<file path="config.mk">
export PLATFORM = sky130hd
export DESIGN_NAME = dma_pcie_c2h_axis_pkt_gen
export DESIGN_NICKNAME = d
export VERILOG_FILES = /design/src/rtl/dma_pcie_c2h_axis_pkt_gen.sv
export SDC_FILE = /design/constraint.sdc
export NUM_CORES = 2
export LEC_CHECK = 0
export CELL_PAD_IN_SITES_DETAIL_PLACEMENT = 1
export CELL_PAD_IN_SITES_GLOBAL_PLACEMENT = 2
export CORE_UTILIZATION = 32
export CTS_CLUSTER_SIZE = 25
export DETAILED_ROUTE_END_ITERATION = 6
export PLACE_DENSITY_LB_ADDON = 0.1
export REMOVE_ABC_BUFFERS = 1
export SYNTH_ARGS = -nofsm -noshare
export SYNTH_HDL_FRONTEND = slang
export SYNTH_SLANG_ARGS = --single-unit
</file>
<file path="constraint.sdc">
create_clock -name user_clk -period 29.6 [get_ports user_clk]
set_input_delay 4.44 -clock user_clk [delete_from_list [all_inputs] [get_ports user_clk]]
set_output_delay 4.44 -clock user_clk [all_outputs]
set_load 0.05 [all_outputs]
</file>
<file path="src/rtl/dma_pcie_c2h_axis_pkt_gen.sv">
// C2H AXI-Stream packet generator: one command at a time, incrementing 32-bit lane pattern.
// Optional per-byte parity on c2h_tparity when DMA_C2H_PARITY_GEN_EN is defined.
module dma_pcie_c2h_axis_pkt_gen #(
  parameter int MAX_LEN = 4096
) (
  input  logic         user_clk,
  input  logic         user_reset,
  input  logic         cmd_valid,
  output logic         cmd_ready,
  input  logic [15:0]  cmd_len,
  input  logic [10:0]  cmd_qid,
  input  logic [31:0]  cmd_seed,
  output logic [511:0] c2h_tdata,
  output logic [63:0]  c2h_tparity,
  output logic [63:0]  c2h_tkeep,
  output logic         c2h_tlast,
  output logic         c2h_tvalid,
  output logic [63:0]  c2h_tusr,
  input  logic         c2h_tready,
  output logic         pkt_done,
  output logic         cmd_err,
  output logic [31:0]  pkt_cnt
);

  typedef enum logic {IDLE, SEND} state_t;

  state_t        state_q, state_d;
  logic          ready_q, ready_d;
  logic          tvalid_q, tvalid_d;
  logic          tlast_q, tlast_d;
  logic [511:0]  tdata_q, tdata_d;
  logic [63:0]   tkeep_q, tkeep_d;
  logic [63:0]   tusr_q, tusr_d;
  logic [5:0]    k_q, k_d;
  logic [5:0]    last_k_q, last_k_d;
  logic [5:0]    rem_q, rem_d;
  logic          pkt_done_q, pkt_done_d;
  logic          cmd_err_q, cmd_err_d;
  logic [31:0]   pkt_cnt_q, pkt_cnt_d;

  logic hs, fin, acc, len_ok;

  function automatic logic [63:0] keep_mask(input logic [5:0] r);
    if (r == 6'd0) return '1;
    return (64'd1 << r) - 64'd1;
  endfunction

  assign hs     = (state_q == SEND) & c2h_tready;
  assign fin    = hs & tlast_q;
  // Ready is raised in the final-beat handshake cycle so a waiting command chains without a bubble.
  assign cmd_ready = ready_q | fin;
  assign acc    = cmd_valid & cmd_ready;
  assign len_ok = (cmd_len != 16'd0) && (cmd_len <= 16'(MAX_LEN));

  always_comb begin
    state_d    = state_q;
    ready_d    = ready_q;
    tvalid_d   = tvalid_q;
    tlast_d    = tlast_q;
    tdata_d    = tdata_q;
    tkeep_d    = tkeep_q;
    tusr_d     = tusr_q;
    k_d        = k_q;
    last_k_d   = last_k_q;
    rem_d      = rem_q;
    pkt_cnt_d  = pkt_cnt_q;
    pkt_done_d = 1'b0;
    cmd_err_d  = 1'b0;

    if (state_q == IDLE) ready_d = 1'b1;

    if (fin) begin
      pkt_done_d = 1'b1;
      pkt_cnt_d  = pkt_cnt_q + 32'd1;
      tvalid_d   = 1'b0;
      tlast_d    = 1'b0;
      state_d    = IDLE;
      ready_d    = 1'b1;
    end else if (hs) begin
      k_d = k_q + 6'd1;
      for (int w = 0; w < 16; w++)
        tdata_d[32*w +: 32] = tdata_q[32*w +: 32] + 32'd16;
      tlast_d = (k_d == last_k_q);
      tkeep_d = tlast_d ? keep_mask(rem_q) : '1;
    end

    if (acc) begin
      if (len_ok) begin
        state_d  = SEND;
        ready_d  = 1'b0;
        tvalid_d = 1'b1;
        k_d      = 6'd0;
        last_k_d = 6'((cmd_len - 16'd1) >> 6);
        rem_d    = cmd_len[5:0];
        for (int w = 0; w < 16; w++)
          tdata_d[32*w +: 32] = cmd_seed + 32'(w);
        tlast_d  = (last_k_d == 6'd0);
        tkeep_d  = tlast_d ? keep_mask(cmd_len[5:0]) : '1;
        // Sequence number is the count after any completion in this same cycle.
        tusr_d   = {pkt_cnt_d, 5'd0, cmd_len, cmd_qid};
      end else begin
        cmd_err_d = 1'b1;
      end
    end
  end

  always_ff @(posedge user_clk or posedge user_reset) begin
    if (user_reset) begin
      state_q    <= IDLE;
      ready_q    <= 1'b0;
      tvalid_q   <= 1'b0;
      tlast_q    <= 1'b0;
      tdata_q    <= '0;
      tkeep_q    <= '0;
      tusr_q     <= '0;
      k_q        <= '0;
      last_k_q   <= '0;
      rem_q      <= '0;
      pkt_done_q <= 1'b0;
      cmd_err_q  <= 1'b0;
      pkt_cnt_q  <= '0;
    end else begin
      state_q    <= state_d;
      ready_q    <= ready_d;
      tvalid_q   <= tvalid_d;
      tlast_q    <= tlast_d;
      tdata_q    <= tdata_d;
      tkeep_q    <= tkeep_d;
      tusr_q     <= tusr_d;
      k_q        <= k_d;
      last_k_q   <= last_k_d;
      rem_q      <= rem_d;
      pkt_done_q <= pkt_done_d;
      cmd_err_q  <= cmd_err_d;
      pkt_cnt_q  <= pkt_cnt_d;
    end
  end

`ifdef DMA_C2H_PARITY_GEN_EN
  logic [63:0] tparity_q, tparity_d;

  always_comb begin
    tparity_d = '0;
    for (int i = 0; i < 64; i++)
      tparity_d[i] = ^tdata_d[8*i +: 8];
  end

  always_ff @(posedge user_clk or posedge user_reset) begin
    if (user_reset) tparity_q <= '0;
    else            tparity_q <= tparity_d;
  end

  assign c2h_tparity = tparity_q;
`else
  assign c2h_tparity = '0;
`endif

  assign c2h_tdata  = tdata_q;
  assign c2h_tkeep  = tkeep_q;
  assign c2h_tlast  = tlast_q;
  assign c2h_tvalid = tvalid_q;
  assign c2h_tusr   = tusr_q;
  assign pkt_done   = pkt_done_q;
  assign cmd_err    = cmd_err_q;
  assign pkt_cnt    = pkt_cnt_q;

endmodule

</file>
==> flow_summary.toml <==
[floorplan]
rows = 132
die_area_mm2 = 0.132
start_util_pct = 32.3
die_w_um = 364
io_pins = 804
core-area_mm2 = 0.130
die_y_um = 364

[clocking]
cts_tree = "built"
postCtsHoldBufs = 0
clkTransAtPathRegs_ns = 0.05
cts.repair.resized = 0
numCtsBuffers = 88
cts_root_buf = "clkbuf_16"
clkLatencyLatePin_ns = 0.70
htree_levels = 3
cts_sinks = 651
ctsLongestPathBuffers = 3
post_cts_buffers = 0

[place]
gp_congestion = 0.899
dp_hpwl_mm = 151
io_buffers = 734

[power]
irDropWorstVdd_mv = 0.0463
power_density_mw_per_mm2 = 87.7
total_leakage_power_nw = 20.8
p_seq_share_pct = 31.1
switching_power_w = 0.00226
pwr-share-comb_pct = 45.1
finalPower_w = 0.00468
netSwitchingFraction_pct = 48.2
p_clk_share_pct = 23.8
p_int_w = 0.00243

[sta]
rsz0062_at_grt = "false"
final_hold_viol_count = 0
finClkSkew_ns = 0.0276
totalNegativeSetupSlack_ns = 0
fin_hold_ws_ns = 0.471
max_slew_margin_pct = 20.8
max_freq_ghz = 0.0945
slew_viol_final = 0
finalCriticalPeriod_ns = 10.58
period_share_pct = 35.7
setup_viol = 0
tightest_slew_ns = 1.18

[grt]
grt_overflow_total = 0
grt_use_total_pct = 31.9
grt_pass1_vias = 39800
grt_pass1_wl_mm = 305
grt_max_degree = 169
grt_antenna_before_repair = 5

[setup_path]
arrival_ns = 6.14
end_kind = "output pin"
worstPathMaxFanout = 6
crit_top_cell = "clkdlybuf4s50_1"
cp_cell_sequence = "clkdlybuf4s50_1 -> nand3_2 -> nand2b_1 -> clkdlybuf4s50_1"
critPathLaunchType = "input pin"
crit_family = "buffers and inverters"
critPathBufInv = 2
path_class = "in2out"
slowest_stage = "clkdlybuf4s50_1"
critPathMaxStageDelay_ns = 0.81
required_ns = 25.16

[cells_and_area]
finalNetCount = 5583
layout-drive-gt1-share_pct = 6.51
area_delta_synth_final_pct = 27.6

[yosys]
synth_most_common_cell = "nand2_1"
ys_top_cells_by_count = "794 x nand2_1, 651 x dfrtp_1, 492 x xor2_1"
synth_area_mm2 = 0.0419
synth.top_cell.area_share_pct = 38.9
yosysUniqueCellTypes = 79
synthFlopType = "dfrtp_1"
synth_warnings = 0
ys_seq_area_share_pct = 38.9
synth_cells = 4882
synth-async-reset-ratio_pct = 100
ys_seq_elements = 651
synth_top_cell_by_area = "dfrtp_1"
synthTopCellsByArea = "dfrtp_1 39%, xor2_1 10%, xnor2_1 8.5%, nand2_1 7.1%, nor2_1 3.8%"
synth_edf_count = 0
syn_avg_cell_area_um2 = 8.57

[hold_path]
hp-class = "reg2reg"

[detailed_routing]
avgRoutedWirePerCell_um = 29.6
viasPerCell = 5.46
wl_mm = 216
postRouteAntennaNets = 0
via_count = 39900
drt_iter0_drc = 3313
dr.pass1.iters = 5
drc_errors = 0

[status]
run_status = "complete, no violations"

[job]
drv_cap = 0
## metal layers
layer | vias to the layer above | global-route usage (%) | share of wire [%]
met2 | 1509 | 50.8 | 46
met1 | 20400 | 43.1 | 43
met3 | 321 | 6.41 | 7.4
met5 | - | 0 | 0.0060
li1 | 17600 | - | -
met4 | 2 | 10.7 | 3.7
## cell families (layout without fill, tap and decap cells)
kind of cell,after synthesis,in the layout,share of synthesized area [%]
adders and majority gates,33,33,0.986
and+or+nand+nor,2046,2046,23.1
other,1,70,0.00896
DFF,651,651,38.9
buffers and inverters,450,1057,5.45
xor gates and xnor gates,899,899,18.8
muxes,176,176,4.27
AOI/OAI and AO/OA,626,626,8.50
## worst reg2reg max path, delay by kind of cell (launching register included)
family | cells | cell delay [ns]
AOI/OAI and AO/OA | 3 | 0.99
and+or+nand+nor | 2 | 0.84
DFF | 1 | 0.45
buffers and inverters | 3 | 2.06
## flip-flops by register name (all words and copies together), names as in the netlist
name	cells
c2h_tvalid	1
last_k_q	6
ready_q	1
state_q	1
c2h_tlast	1
c2h_tkeep	64
pkt_cnt	32
c2h_tusr	54
cmd_err	1
rem_q	5
pkt_done	1
c2h_tdata	478
k_q	6
## power groups by stage
stage	clock network (W)	logic, W	registers, W
final	0.00111	0.00211	0.00146
after global routing	0.00116	0.00221	0.00149
after CTS	0.00113	0.00212	0.00145
after detailed placement	0	0.00211	0.00146
after global placement	0	0.00210	0.00146
after floorplan	0	0.000496	0.00219
## area by class of cell
type                    instances  area, um^2
inverters                      41         161
repair buffers                856        8200
well taps                    1742        2180
multi-input cells            3849       23600
diodes                          1        2.50
clock inverters                22         243
fillers                     15100       76200
flip-flops and latches        651       16300
clock buffers                 138        2690
## worst paths after layout
kind	start	slack [ns]	cells past startpoint	to
min in group asynchronous	user_reset	4.30	2	c2h_tusr[60]
worst min register to register	c2h_tkeep[0]	0.47	1	c2h_tkeep[0]
worst max register to register	state_q	25.11	8	c2h_tdata[24]
worst min-delay path	c2h_tkeep[0]	0.47	1	c2h_tkeep[0]
max in group asynchronous	user_reset	22.24	5	c2h_tdata[339]
worst max-delay path	c2h_tready	19.02	4	cmd_ready
## through the flow
step	utilization [%]	setup WS, ns	cells	area, um^2
floorplan	-	6.92	4541	40000
global placement	38.9	19.05	7139	50500
detailed placement	38.9	19.02	7139	50500
CTS	41.2	19.02	7299	53400
global route	41.2	18.94	7299	53400
finish	41.2	19.02	7300	53400
## cells in the final DEF (no fill, tap or decap), types with 13 or more instances in the layout
cell type,n
xor2_1,492
a221oi_1,13
nand4_1,154
dfrtp_1,651
ha_1,33
nand2b_1,23
buf_4,120
o21ai_0,268
and4_1,52
and2_1,30
conb_1,69
or3_1,22
nor2_1,424
nand2_1,793
and3_1,98
nor2b_1,15
nor4_1,24
a31oi_1,31
mux2i_1,156
clkbuf_8,26
buf_2,18
or2_2,18
mux2_2,19
a21oi_1,185
a211oi_1,14
nand3_1,221
o22ai_1,34
clkbuf_1,22
clkdlybuf4s50_1,716
a21o_1,15
inv_1,38
nor3_1,113
clkbuf_16,90
xnor2_1,407
No activity file was read; power rests on OpenSTA's default activity.
